==> src/rtl/comm_slave.sv <==
`default_nettype none
// ============================================================================
// Module   : comm_slave
// Purpose  : Copter-side end of the wireless command link. Receives 8N1 UART
//            bytes, assembles 3-byte frames (cmd, data_hi, data_lo) for the
//            flight command handler, and returns a single response byte.
// Revision : 1.0 - initial release
// ============================================================================
module comm_slave #(
  parameter int BAUD_DIV  = 2604,
  parameter int FRAME_TMO = 262144
) (
  input  logic        clk,
  input  logic        rst_n,
  input  logic        RX,
  output logic        TX,
  output logic [7:0]  cmd,
  output logic [15:0] data,
  output logic        cmd_rdy,
  input  logic        clr_cmd_rdy,
  input  logic [7:0]  resp,
  input  logic        send_resp,
  output logic        tx_busy,
  output logic        resp_sent
);

  localparam int BW = $clog2(BAUD_DIV);
  localparam int TW = $clog2(FRAME_TMO);
  localparam logic [BW-1:0] c_baud_last = BW'(BAUD_DIV - 1);
  localparam logic [BW-1:0] c_baud_half = BW'(BAUD_DIV / 2 - 1);
  localparam logic [TW-1:0] c_tmo_last  = TW'(FRAME_TMO - 1);

  typedef enum logic [1:0] {RX_IDLE, RX_START, RX_DATA, RX_STOP} rx_state_t;
  typedef enum logic [1:0] {WAIT_CMD, WAIT_HI, WAIT_LO} asm_state_t;
  typedef enum logic       {TX_IDLE, TX_XMIT} tx_state_t;

  rx_state_t  r_rx_state, w_rx_nxt;
  asm_state_t r_asm_state, w_asm_nxt;
  tx_state_t  r_tx_state, w_tx_nxt;

  logic          r_rx_s1, r_rx_s2, r_rx_prev;
  logic [BW-1:0] r_rx_cnt;
  logic [2:0]    r_rx_bit;
  logic [7:0]    r_rx_sh;
  logic [7:0]    r_cmd_shadow, r_hi_shadow;
  logic [TW-1:0] r_tmo_cnt;
  logic [BW-1:0] r_tx_cnt;
  logic [3:0]    r_tx_bit;
  logic [9:0]    r_tx_sh;

  logic w_rx_tick, w_rx_start, w_byte_done, w_frm_err;
  logic w_tmo_run, w_tmo, w_tx_tick, w_tx_load, w_tx_done;

  assign w_rx_tick = (r_rx_cnt == '0);
  assign w_tx_tick = (r_tx_cnt == '0);
  assign w_tmo_run = (r_asm_state != WAIT_CMD) && (r_rx_state == RX_IDLE);
  assign w_tmo     = w_tmo_run && (r_tmo_cnt == c_tmo_last);
  assign TX        = r_tx_sh[0];
  assign tx_busy   = (r_tx_state == TX_XMIT);

  // Two-flop synchronizer plus history flop; preset high so reset is not a start
  always_ff @(posedge clk or negedge rst_n) begin
    if (!rst_n) begin
      r_rx_s1   <= 1'b1;
      r_rx_s2   <= 1'b1;
      r_rx_prev <= 1'b1;
    end else begin
      r_rx_s1   <= RX;
      r_rx_s2   <= r_rx_s1;
      r_rx_prev <= r_rx_s2;
    end
  end

  // State registers for all three FSMs
  always_ff @(posedge clk or negedge rst_n) begin
    if (!rst_n) begin
      r_rx_state  <= RX_IDLE;
      r_asm_state <= WAIT_CMD;
      r_tx_state  <= TX_IDLE;
    end else begin
      r_rx_state  <= w_rx_nxt;
      r_asm_state <= w_asm_nxt;
      r_tx_state  <= w_tx_nxt;
    end
  end

  // RX next state; byte_done/framing error are decided at the stop-bit sample
  always_comb begin
    w_rx_nxt    = r_rx_state;
    w_rx_start  = 1'b0;
    w_byte_done = 1'b0;
    w_frm_err   = 1'b0;
    case (r_rx_state)
      RX_IDLE:  if (r_rx_prev && !r_rx_s2) begin
                  w_rx_nxt   = RX_START;
                  w_rx_start = 1'b1;
                end
      RX_START: if (w_rx_tick) w_rx_nxt = r_rx_s2 ? RX_IDLE : RX_DATA;
      RX_DATA:  if (w_rx_tick && r_rx_bit == 3'd7) w_rx_nxt = RX_STOP;
      RX_STOP:  if (w_rx_tick) begin
                  w_rx_nxt    = RX_IDLE;
                  w_byte_done = r_rx_s2;
                  w_frm_err   = !r_rx_s2;
                end
      default:  w_rx_nxt = RX_IDLE;
    endcase
  end

  // RX baud counter, bit counter and LSB-first shift register
  always_ff @(posedge clk or negedge rst_n) begin
    if (!rst_n) begin
      r_rx_cnt <= '0;
      r_rx_bit <= '0;
      r_rx_sh  <= '0;
    end else if (w_rx_start) begin
      r_rx_cnt <= c_baud_half;
      r_rx_bit <= '0;
    end else if (r_rx_state != RX_IDLE) begin
      if (w_rx_tick) begin
        r_rx_cnt <= c_baud_last;
        if (r_rx_state == RX_DATA) begin
          r_rx_sh  <= {r_rx_s2, r_rx_sh[7:1]};
          r_rx_bit <= r_rx_bit + 3'd1;
        end
      end else begin
        r_rx_cnt <= r_rx_cnt - 1'b1;
      end
    end
  end

  // Frame assembler next state; errors and timeouts restart the frame
  always_comb begin
    w_asm_nxt = r_asm_state;
    if (w_frm_err || w_tmo) begin
      w_asm_nxt = WAIT_CMD;
    end else if (w_byte_done) begin
      case (r_asm_state)
        WAIT_CMD: w_asm_nxt = WAIT_HI;
        WAIT_HI:  w_asm_nxt = WAIT_LO;
        default:  w_asm_nxt = WAIT_CMD;
      endcase
    end
  end

  // Shadows hold a partial frame; cmd/data only move when the frame completes
  always_ff @(posedge clk or negedge rst_n) begin
    if (!rst_n) begin
      r_cmd_shadow <= '0;
      r_hi_shadow  <= '0;
      cmd          <= '0;
      data         <= '0;
      cmd_rdy      <= 1'b0;
    end else begin
      if (w_byte_done && r_asm_state == WAIT_CMD) r_cmd_shadow <= r_rx_sh;
      if (w_byte_done && r_asm_state == WAIT_HI)  r_hi_shadow  <= r_rx_sh;
      if (w_byte_done && r_asm_state == WAIT_LO) begin
        cmd     <= r_cmd_shadow;
        data    <= {r_hi_shadow, r_rx_sh};
        cmd_rdy <= 1'b1;
      end else if (w_byte_done && r_asm_state == WAIT_CMD) begin
        cmd_rdy <= 1'b0;
      end else if (clr_cmd_rdy) begin
        cmd_rdy <= 1'b0;
      end
    end
  end

  // Inter-byte idle counter; cleared on every start detect
  always_ff @(posedge clk or negedge rst_n) begin
    if (!rst_n)                      r_tmo_cnt <= '0;
    else if (!w_tmo_run || w_rx_start || w_tmo) r_tmo_cnt <= '0;
    else                             r_tmo_cnt <= r_tmo_cnt + 1'b1;
  end

  // TX next state; requests while transmitting are dropped
  always_comb begin
    w_tx_nxt  = r_tx_state;
    w_tx_load = 1'b0;
    w_tx_done = 1'b0;
    case (r_tx_state)
      TX_IDLE: if (send_resp) begin
                 w_tx_nxt  = TX_XMIT;
                 w_tx_load = 1'b1;
               end
      TX_XMIT: if (w_tx_tick && r_tx_bit == 4'd9) begin
                 w_tx_nxt  = TX_IDLE;
                 w_tx_done = 1'b1;
               end
      default: w_tx_nxt = TX_IDLE;
    endcase
  end

  // TX shifter: bit 0 drives the line, ones fill in so the line idles high
  always_ff @(posedge clk or negedge rst_n) begin
    if (!rst_n) begin
      r_tx_sh   <= '1;
      r_tx_cnt  <= '0;
      r_tx_bit  <= '0;
      resp_sent <= 1'b0;
    end else begin
      resp_sent <= w_tx_done;
      if (w_tx_load) begin
        r_tx_sh  <= {1'b1, resp, 1'b0};
        r_tx_cnt <= c_baud_last;
        r_tx_bit <= '0;
      end else if (r_tx_state == TX_XMIT) begin
        if (w_tx_tick) begin
          r_tx_cnt <= c_baud_last;
          r_tx_sh  <= {1'b1, r_tx_sh[9:1]};
          r_tx_bit <= r_tx_bit + 4'd1;
        end else begin
          r_tx_cnt <= r_tx_cnt - 1'b1;
        end
      end
    end
  end

endmodule
`default_nettype wire
==> config.mk <==
export PLATFORM = sky130hd
export DESIGN_NAME = comm_slave
export DESIGN_NICKNAME = d
export VERILOG_FILES = /design/src/rtl/comm_slave.sv
export SDC_FILE = /design/constraint.sdc
export NUM_CORES = 1
export LEC_CHECK = 0
export ABC_AREA = 0
export CAP_MARGIN = 40
export CORE_ASPECT_RATIO = 1.25
export CORE_MARGIN = 8
export CORE_UTILIZATION = 52
export DETAILED_ROUTE_END_ITERATION = 8
export PLACE_DENSITY = 0.81
export SLEW_MARGIN = 20
export SYNTH_ARGS = -nofsm -noshare
export SYNTH_HDL_FRONTEND = slang
export SYNTH_SLANG_ARGS = --single-unit
==> constraint.sdc <==
create_clock -name clk -period 2.32 [get_ports clk]
set_clock_uncertainty 0.2 [all_clocks]
set_input_delay 0.348 -clock clk [delete_from_list [all_inputs] [get_ports clk]]
set_output_delay 0.348 -clock clk [all_outputs]
set_load 0.03 [all_outputs]
== After elaboration in Yosys (flattened, before gate mapping) ==
Index checks and enable logic that the tools add are counted.
Word-level totals
  output and inout port bits: 28
  bits in registers: 117
  word-level logic and storage cells: 109
Operators by class
  eq/ne operators: 12
  multiplexer cells: 41
  $add $sub $neg: 5
  bitwise logic cells: 2
  reduce and logical (&&, ||, !) cells: 30
Operator list (number)
  $mux W12: 6
  $mux W10: 3
  $logic_not A12 Y1: 2
  $sub A12 B1 Y12 const B: 2
  $add A18 B1 Y18 const B: 1
  $eq A18 B18 Y1 const B: 1
  $mux W18: 1
  $reduce_bool A2 Y1: 8
  $mux W1: 14
  $mux W2: 7
  $mux W3: 4
  $mux W4: 3
  $logic_and A1 B1 Y1: 8
  $pmux W2 S4: 1
  $reduce_and A4 Y1: 2
  $eq A2 B2 Y1 const B: 3
  $ne A2 B2 Y1 const B: 3
  $add A4 B1 Y4 const B: 1
  $eq A2 B1 Y1 const B: 2
  $eq A4 B4 Y1 const B: 1
  $logic_not A2 Y1: 2
  $pmux W2 S2: 1
  $add A3 B1 Y3 const B: 1
  $eq A3 B3 Y1 const B: 1
  other kinds (8): 12

== Depth between registers and ports, before layout ==
Gate-level depths: netlist of run 1.
  word-level depth: 7
  mapped depth: 8

== Worst setup path after synthesis of run 1 ==
OpenSTA, ideal clock, no wires.
  path kind: register -> register
  from: reg r_rx_cnt[0]
  to: reg r_rx_sh[4]
  cell stages (with the launch flop): 8
  setup time: 0.125 ns
  data arrival time: 2.123 ns
  buffers on the path: 2
  clock period less this slack: 2.448 ns
  path slack: -0.128 ns
  required time: 1.995 ns
  cells stage by stage: dfrtp_1 -> inv_1 -> ha_1 -> or3b_2 -> or4_4 -> buf_6 -> buf_8 -> mux2_4
Between the ends
  word-level cells in the longest chain between the ends: 2
RTL lines
  start, declared: RTL line 42  | logic [BW-1:0] r_rx_cnt;
  start signal, assigned: RTL line 116  | r_rx_cnt <= c_baud_half;
  start signal, assigned: RTL line 120  | r_rx_cnt <= c_baud_last;
  start signal, assigned: RTL line 126  | r_rx_cnt <= r_rx_cnt - 1'b1;
  $logic_not A12 Y1: RTL line 54  | assign w_rx_tick = (r_rx_cnt == '0);
  $reduce_and A4 Y1 (no source line)
  end signal, assigned: RTL line 122  | r_rx_sh <= {r_rx_s2, r_rx_sh[7:1]};
  end, declared: RTL line 44  | logic [7:0] r_rx_sh;
Every way passes these cells.
A chain may end at the register's enable or synchronous reset.

== Worst setup path in the final report of run 1 ==
  from: reg r_rx_cnt[0]
  to: reg cmd[2]
Between the ends
  word-level cells in the longest chain between the ends: 4
RTL lines
  $logic_not A12 Y1: RTL line 54
  $mux W1: RTL line 100  | RX_STOP: if (w_rx_tick) begin
  $mux W1: RTL line 93  | case (r_rx_state)
  $logic_and A1 B1 Y1: RTL line 156  | if (w_byte_done && r_asm_state == WAIT_LO) begin
  end signal, assigned: RTL line 157  | cmd <= r_cmd_shadow;
  end, declared: RTL line 17  | output logic [7:0] cmd,
Every way passes these cells.

==> impl_metrics.env, run 1 <==
export IMPL_status="finished with violations"
export IMPL_failed_checks="negative setup slack"
export IMPL_crit_path_top_delay_cell="dfrtp_1"
export IMPL_arrival_ns=2.60
export IMPL_syn_inst=469
export IMPL_top_level_ports=41
export IMPL_die_h_um=129
export IMPL_synth_seq_cells=116
export IMPL_detail_route_antenna_nets=0
export IMPL_synth_area_um2=5270
export IMPL_die_w_um=106
export IMPL_grt_pass1_vias=4164
export IMPL_grt_total_usage=0.183
export IMPL_clockBufferDepth=2
export IMPL_r2r_cells=7
export IMPL_yosys_area_top_type="dfrtp_1"
export IMPL_cp_max_fo=25
export IMPL_synth_cell_type_count=52
export IMPL_hpwl_um=7590
export IMPL_fin_crit_ns=2.52
export IMPL_combPwrFrac=0.185
export IMPL_grt_max_degree=42
export IMPL_sequentialPowerShare=0.414
export IMPL_cts_made_buffers=17
export IMPL_ys_warn_count=0
export IMPL_switchingPower_mw=1.71
export IMPL_vias=3981
export IMPL_fin_nets=578
export IMPL_slew_headroom=0.628
export IMPL_nFillCells=724
export IMPL_fin_util=0.677
export IMPL_crit_path_start_kind="register"
export IMPL_hold_start="r_rx_s1"
export IMPL_portBuffers=40
export IMPL_setup_slack_ns=-0.196
export IMPL_drt_iter0_drc=330
export IMPL_hold_viol=0
export IMPL_routabilityCongestion=0.840
export IMPL_antenna_found_initial=0
export IMPL_clockRootBuffer="clkbuf_16"
export IMPL_setup_viol=31
export IMPL_slowest_delay_ns=0.40
export IMPL_end_kind="register"
export IMPL_seq_area_frac_synth=0.554
export IMPL_viasPerCell=5.70
export IMPL_path_cells="inv_2 -> ha_4 -> or3b_4 -> nor4_4 -> and4b_1 -> buf_12 -> mux2_1"
export IMPL_fin_area_um2=6770
export IMPL_r2r_slack_ns=-0.20
export IMPL_min_to="r_rx_s2"
export IMPL_worstReg2RegEnd="cmd[2]"
export IMPL_cts_sink_count=116
export IMPL_min_path_type="register to register"
export IMPL_synth_top_cell_area_share=0.494
export IMPL_required_ns=2.41
export IMPL_placedCellCount=660
export IMPL_postSynthAreaPerCell_um2=11.2
export IMPL_num_antenna_cells=0
export IMPL_core_area_um2=10000
export IMPL_wire_per_inst_um=16.7
export IMPL_final_cells=698
export IMPL_fmax_mhz=397
export IMPL_area_delta_synth_final_pct=28.6
export IMPL_cts_htree_levels=4
export IMPL_internal_power_mw=4.21
export IMPL_route_detailed_drc=0
export IMPL_placed_cell_area_um2=6080
export IMPL_rsz0062_at_grt="true"
export IMPL_synth_area_top_cells="dfrtp_1 (49%), dfstp_2 (6.0%), mux2_1 (4.9%)"
export IMPL_drive_gt1_frac=0.262
export IMPL_cts_tree="yes"
export IMPL_synth_edf_count=0
export IMPL_wirelength_um=11600
export IMPL_whs_path_depth=0
export IMPL_overflow=0
export IMPL_clkPwrFrac=0.401
export IMPL_syn_nets=491
export IMPL_clkSlewWorstSetupHoldPaths_ns=0.06
export IMPL_switching_share=0.289
export IMPL_r2r_start="r_rx_cnt[0]"
export IMPL_clock_latency_ns=0.41
export IMPL_grt_pass1_wl_um=19900
export IMPL_maxCapViolCount=0
export IMPL_peakVddDrop_mv=0.685
export IMPL_dr_pass1_iters=5
export IMPL_final_cell_mix="dfrtp_1 (104), nor2_1 (43), buf_4 (42), clkdlybuf4s50_1 (38), nand2_1 (32)"
export IMPL_slew_viol_final=0
export IMPL_final_common_cell="dfrtp_1"
export IMPL_synth_ff_type="dfrtp_1"
export IMPL_die_area_um2=13600
export IMPL_initial_core_util=0.527
export IMPL_p_leak_nw=3.08
export IMPL_core_rowCount=41
export IMPL_crit_type="register to register"
export IMPL_worst_pin_slew_ns=0.555
export IMPL_p_per_area_nw_per_um2=873
export IMPL_synthArstFlopShare=1.00
export IMPL_fin_crit_sh=1.08
[per-stage QoR]
stage          TNS, ns  setup slack (ns)  hold WS [ns]  power, mW
2_1_floorplan    -1.40           -0.0735        -0.148       2.95
3_3_place_gp     -1.19           -0.0544         0.147       3.33
3_5_place_dp     -3.61            -0.146         0.147       3.38
4_1_cts          -2.79            -0.142         0.152       5.84
5_1_grt          -6.17            -0.252         0.148       6.21
6_report         -4.19            -0.196         0.155       5.91
[flip-flops by register name (all words and copies together) (netlist names), named ones only]
| signal | flops |
|---|---|
| r_tmo_cnt | 18 |
| resp_sent | 1 |
| r_hi_shadow | 8 |
| r_rx_prev | 1 |
| r_rx_state | 1 |
| r_asm_state | 2 |
| cmd_rdy | 1 |
| cmd | 8 |
| r_rx_bit | 3 |
| r_cmd_shadow | 8 |
| r_tx_sh | 9 |
| r_tx_bit | 4 |
| r_rx_s1 | 1 |
| r_rx_s2 | 1 |
| tx_busy | 1 |
| data | 16 |
| r_rx_cnt | 12 |
| r_tx_cnt | 12 |
| r_rx_sh | 8 |
[worst max-delay path, delay by kind of cell (launching register included)]
kind	cells	cell delay, ns
AND/OR/NAND/NOR	3	1.01
flip-flops	1	0.40
multiplexers	1	0.36
buffers and inverters	2	0.29
adder cells (fa/ha/maj)	1	0.13
[Yosys cell counts, types with 3 or more instances]
master and n:
nand2_1 32, or4_1 5, ha_1 9, and4_1 5, and3_1 3, nor3b_1 4, nor4_2 3, o21ai_0 24
nor2_1 43, xor2_1 14, buf_6 3, dfrtp_1 104, mux2_2 22, mux2_1 23, o211ai_1 3, nor3_1 8
o22a_1 3, a21oi_1 23, nor4_1 3, nand4b_1 3, mux2i_1 3, nand3_1 23, a31oi_1 13, dfstp_2 12
nand4_1 11, buf_2 3, o31ai_1 4, mux2_4 3, inv_1 15, or2_2 4, clkbuf_1 13
[power by group through the flow]
| stage | clock network, mW | registers, mW | logic, mW |
|---|---|---|---|
| 6_report | 2.37 | 2.45 | 1.10 |
| 5_1_grt | 2.51 | 2.48 | 1.21 |
| 4_1_cts | 2.41 | 2.43 | 1.01 |
| 3_5_place_dp | 0 | 2.46 | 0.929 |
| 3_3_place_gp | 0 | 2.44 | 0.888 |
| 2_1_floorplan | 0 | 2.47 | 0.482 |
[routing by layer]
metal  vias to the layer above  global-route usage  wire length (µm)
met5                         -                   0                 0
met4                         0              0.0639               187
met3                        21              0.0530               585
met2                       143               0.321              6100
met1                      1948               0.206              4750
li1                       1869                   -                 -
[final cells by class]
type / instances / area [µm²] / share of cell area
multi-input cells: 319 / 2290 / 0.338
flip-flops and latches: 116 / 2920 / 0.431
clock buffers: 19 / 453 / 0.0669
repair buffers: 87 / 792 / 0.117
well taps: 129 / 161 / 0.0238
inverters: 15 / 56.3 / 0.00831
clock inverters: 13 / 103 / 0.0151
[worst max-delay path by stage]
stage / startpoint / end / slack, ns / cells past startpoint
CTS: r_rx_cnt[1] / cmd[3] / -0.14 / 7
global placement: r_rx_cnt[0] / data[3] / -0.05 / 7
floorplan: r_rx_cnt[3] / r_rx_sh[4] / -0.07 / 5
detailed placement: r_rx_cnt[0] / cmd[2] / -0.15 / 7
finish: r_rx_cnt[0] / cmd[2] / -0.20 / 7
global route: r_rx_cnt[0] / cmd[2] / -0.25 / 7
[logic make-up after synthesis]
group / share of synthesized area
AND/OR/NAND/NOR: 0.157
buffers and inverters: 0.0321
flip-flops: 0.554
AO/OA/AOI/OAI: 0.0991
multiplexers: 0.110
XOR/XNOR: 0.0266
adder cells (fa/ha/maj): 0.0214
[repair_timing]
| item | 4_1_cts | 5_1_grt |
|---|---|---|
| pin swaps | 3 | 5 |
| buffers inserted | 4 | 0 |
| hold endpoints to repair | 34 | 0 |
| setup endpoints to repair | 37 | 47 |
| gates cloned | 1 | 0 |
| resized for setup | 6 | 18 |
| hold buffers | 1 | 0 |
Power figures use the tool's default switching activity.
==> run 2: changes to the inputs <==
==> constraint.sdc (replaced) <==
create_clock -name clk -period 2.2 [get_ports clk]
set_clock_uncertainty 0.2 [all_clocks]
set_input_delay 0.33 -clock clk [delete_from_list [all_inputs] [get_ports clk]]
set_output_delay 0.33 -clock clk [all_outputs]
set_load 0.03 [all_outputs]
==> impl_metrics.env, run 2 (synthesis gave the netlist of run 1 again) <==
export IMPL_path_cells="inv_2 -> ha_4 -> or3b_4 -> nor4_4 -> and4b_2 -> buf_6 -> buf_8 -> mux2_4"
export IMPL_portBuffers=40
export IMPL_drt_iter0_drc=309
export IMPL_grt_max_degree=44
export IMPL_clockRootBuffer="clkbuf_16"
export IMPL_detail_route_antenna_nets=0
export IMPL_crit_path_top_delay_cell="or3b_4"
export IMPL_slowest_delay_ns=0.40
export IMPL_cts_tree="yes"
export IMPL_overflow=0
export IMPL_switching_share=0.288
export IMPL_sequentialPowerShare=0.371
export IMPL_die_h_um=129
export IMPL_final_cell_mix="dfrtp_1 (104), buf_4 (47), nor2_1 (43), clkdlybuf4s50_1 (39), nand2_1 (31)"
export IMPL_p_leak_nw=3.30
export IMPL_combPwrFrac=0.189
export IMPL_hold_viol=0
export IMPL_setup_viol=55
export IMPL_wire_per_inst_um=20.8
export IMPL_die_w_um=106
export IMPL_setup_slack_ns=-0.322
export IMPL_nFillCells=619
export IMPL_fmax_mhz=397
export IMPL_internal_power_mw=4.91
export IMPL_clkSlewWorstSetupHoldPaths_ns=0.06
export IMPL_viasPerCell=6.03
export IMPL_reg_largest_list="r_tmo_cnt x18, data x16"
export IMPL_crit_path_start_kind="register"
export IMPL_die_area_um2=13600
export IMPL_num_antenna_cells=0
export IMPL_rsz0062_at_grt="true"
export IMPL_dr_pass1_iters=5
export IMPL_cp_max_fo=6
export IMPL_min_path_type="input pin to register"
export IMPL_peakVddDrop_mv=0.579
export IMPL_wirelength_um=14900
export IMPL_antenna_found_initial=0
export IMPL_cts_made_buffers=17
export IMPL_fin_total_pwr_mw=6.91
export IMPL_slew_viol_final=0
export IMPL_fin_nets=597
export IMPL_core_rowCount=41
export IMPL_top_register="r_tmo_cnt"
export IMPL_clock_latency_ns=0.42
export IMPL_failed_checks="negative setup slack"
export IMPL_slew_headroom=0.623
export IMPL_largest_reg_flops=18
export IMPL_vias=4325
export IMPL_regArea_um2=2920
export IMPL_end_kind="register"
export IMPL_final_common_cell="dfrtp_1"
export IMPL_switchingPower_mw=1.99
export IMPL_area_delta_synth_final_pct=37.5
export IMPL_maxCapViolCount=0
export IMPL_fin_crit_sh=1.15
export IMPL_cts_sink_count=116
export IMPL_hold_slack_ns=0.138
export IMPL_fin_crit_ns=2.52
export IMPL_arrival_ns=2.62
export IMPL_route_detailed_drc=0
export IMPL_clockBufferDepth=2
export IMPL_crit_type="register to register"
export IMPL_cts_htree_levels=4
export IMPL_p_per_area_nw_per_um2=953
export IMPL_worst_pin_slew_ns=0.566
export IMPL_tns_ns=-12.70
export IMPL_grt_pass1_wl_um=23300
export IMPL_grt_total_usage=0.219
export IMPL_grt_pass1_vias=4518
export IMPL_required_ns=2.30
export IMPL_routabilityCongestion=0.904
export IMPL_drive_gt1_frac=0.327
export IMPL_cp_num_buf_inv=3
export IMPL_preCtsSetupSlack_ns=-0.285
export IMPL_fin_util=0.724
export IMPL_cpLargestDelayFamily="simple AND/OR/NAND/NOR gates"
export IMPL_clkPwrFrac=0.439
export IMPL_multi_input_area_um2=2430
export IMPL_core_area_um2=10000
export IMPL_initial_core_util=0.527
export IMPL_top_level_ports=41
export IMPL_hpwl_um=7950
export IMPL_status="finished with violations"
[run 2: per-layer routing]
layer | GRT usage | wire [µm]
met1 | 0.246 | 5830
met2 | 0.382 | 7800
met5 | 0 | 0
met3 | 0.0555 | 746
met4 | 0.100 | 501
[run 2: metrics by stage]
stage	std cells	area, µm²
global placement	663	6110
detailed placement	663	6110
global route	717	7240
finish	717	7240
CTS	715	7150
floorplan	469	5310
[run 2: path summary, 6_finish.rpt]
kind | slack [ns] | cells after the start | start | end
min | 0.14 | 1 | RX | r_rx_s1
max reg2reg | -0.32 | 8 | r_rx_cnt[0] | data[7]
max in group asynchronous | 0.83 | 3 | rst_n | r_rx_cnt[4]
min in group asynchronous | 0.25 | 2 | rst_n | r_hi_shadow[0]
max | -0.32 | 8 | r_rx_cnt[0] | data[7]
min reg2reg | 0.16 | 0 | r_rx_s1 | r_rx_s2
[run 2: layout make-up]
class                      instances  area share
timing repair buffer             106       0.142
multi-input combinational        319       0.336
clock buffer                      17      0.0587
sequential                       116       0.403
tap                              129      0.0223
clock inverter                    15      0.0302
inverter                          15     0.00777
[run 2: power groups by stage]
stage	Clock [mW]	Combinational [mW]	Sequential [mW]
floorplan	0	0.508	2.60
global placement	0	0.965	2.57
detailed placement	0	1.01	2.59
CTS	3.05	1.19	2.56
global route	3.16	1.44	2.59
finish	3.03	1.31	2.56
[run 2: repair_timing]
item | 4_1_cts | 5_1_grt
pin swaps | 14 | 13
hold buffers | 1 | 0
hold endpoints to repair | 35 | 0
gates resized for setup | 47 | 31
setup endpoints to repair | 54 | 65
setup buffers | 15 | 7
gates cloned | 4 | 0
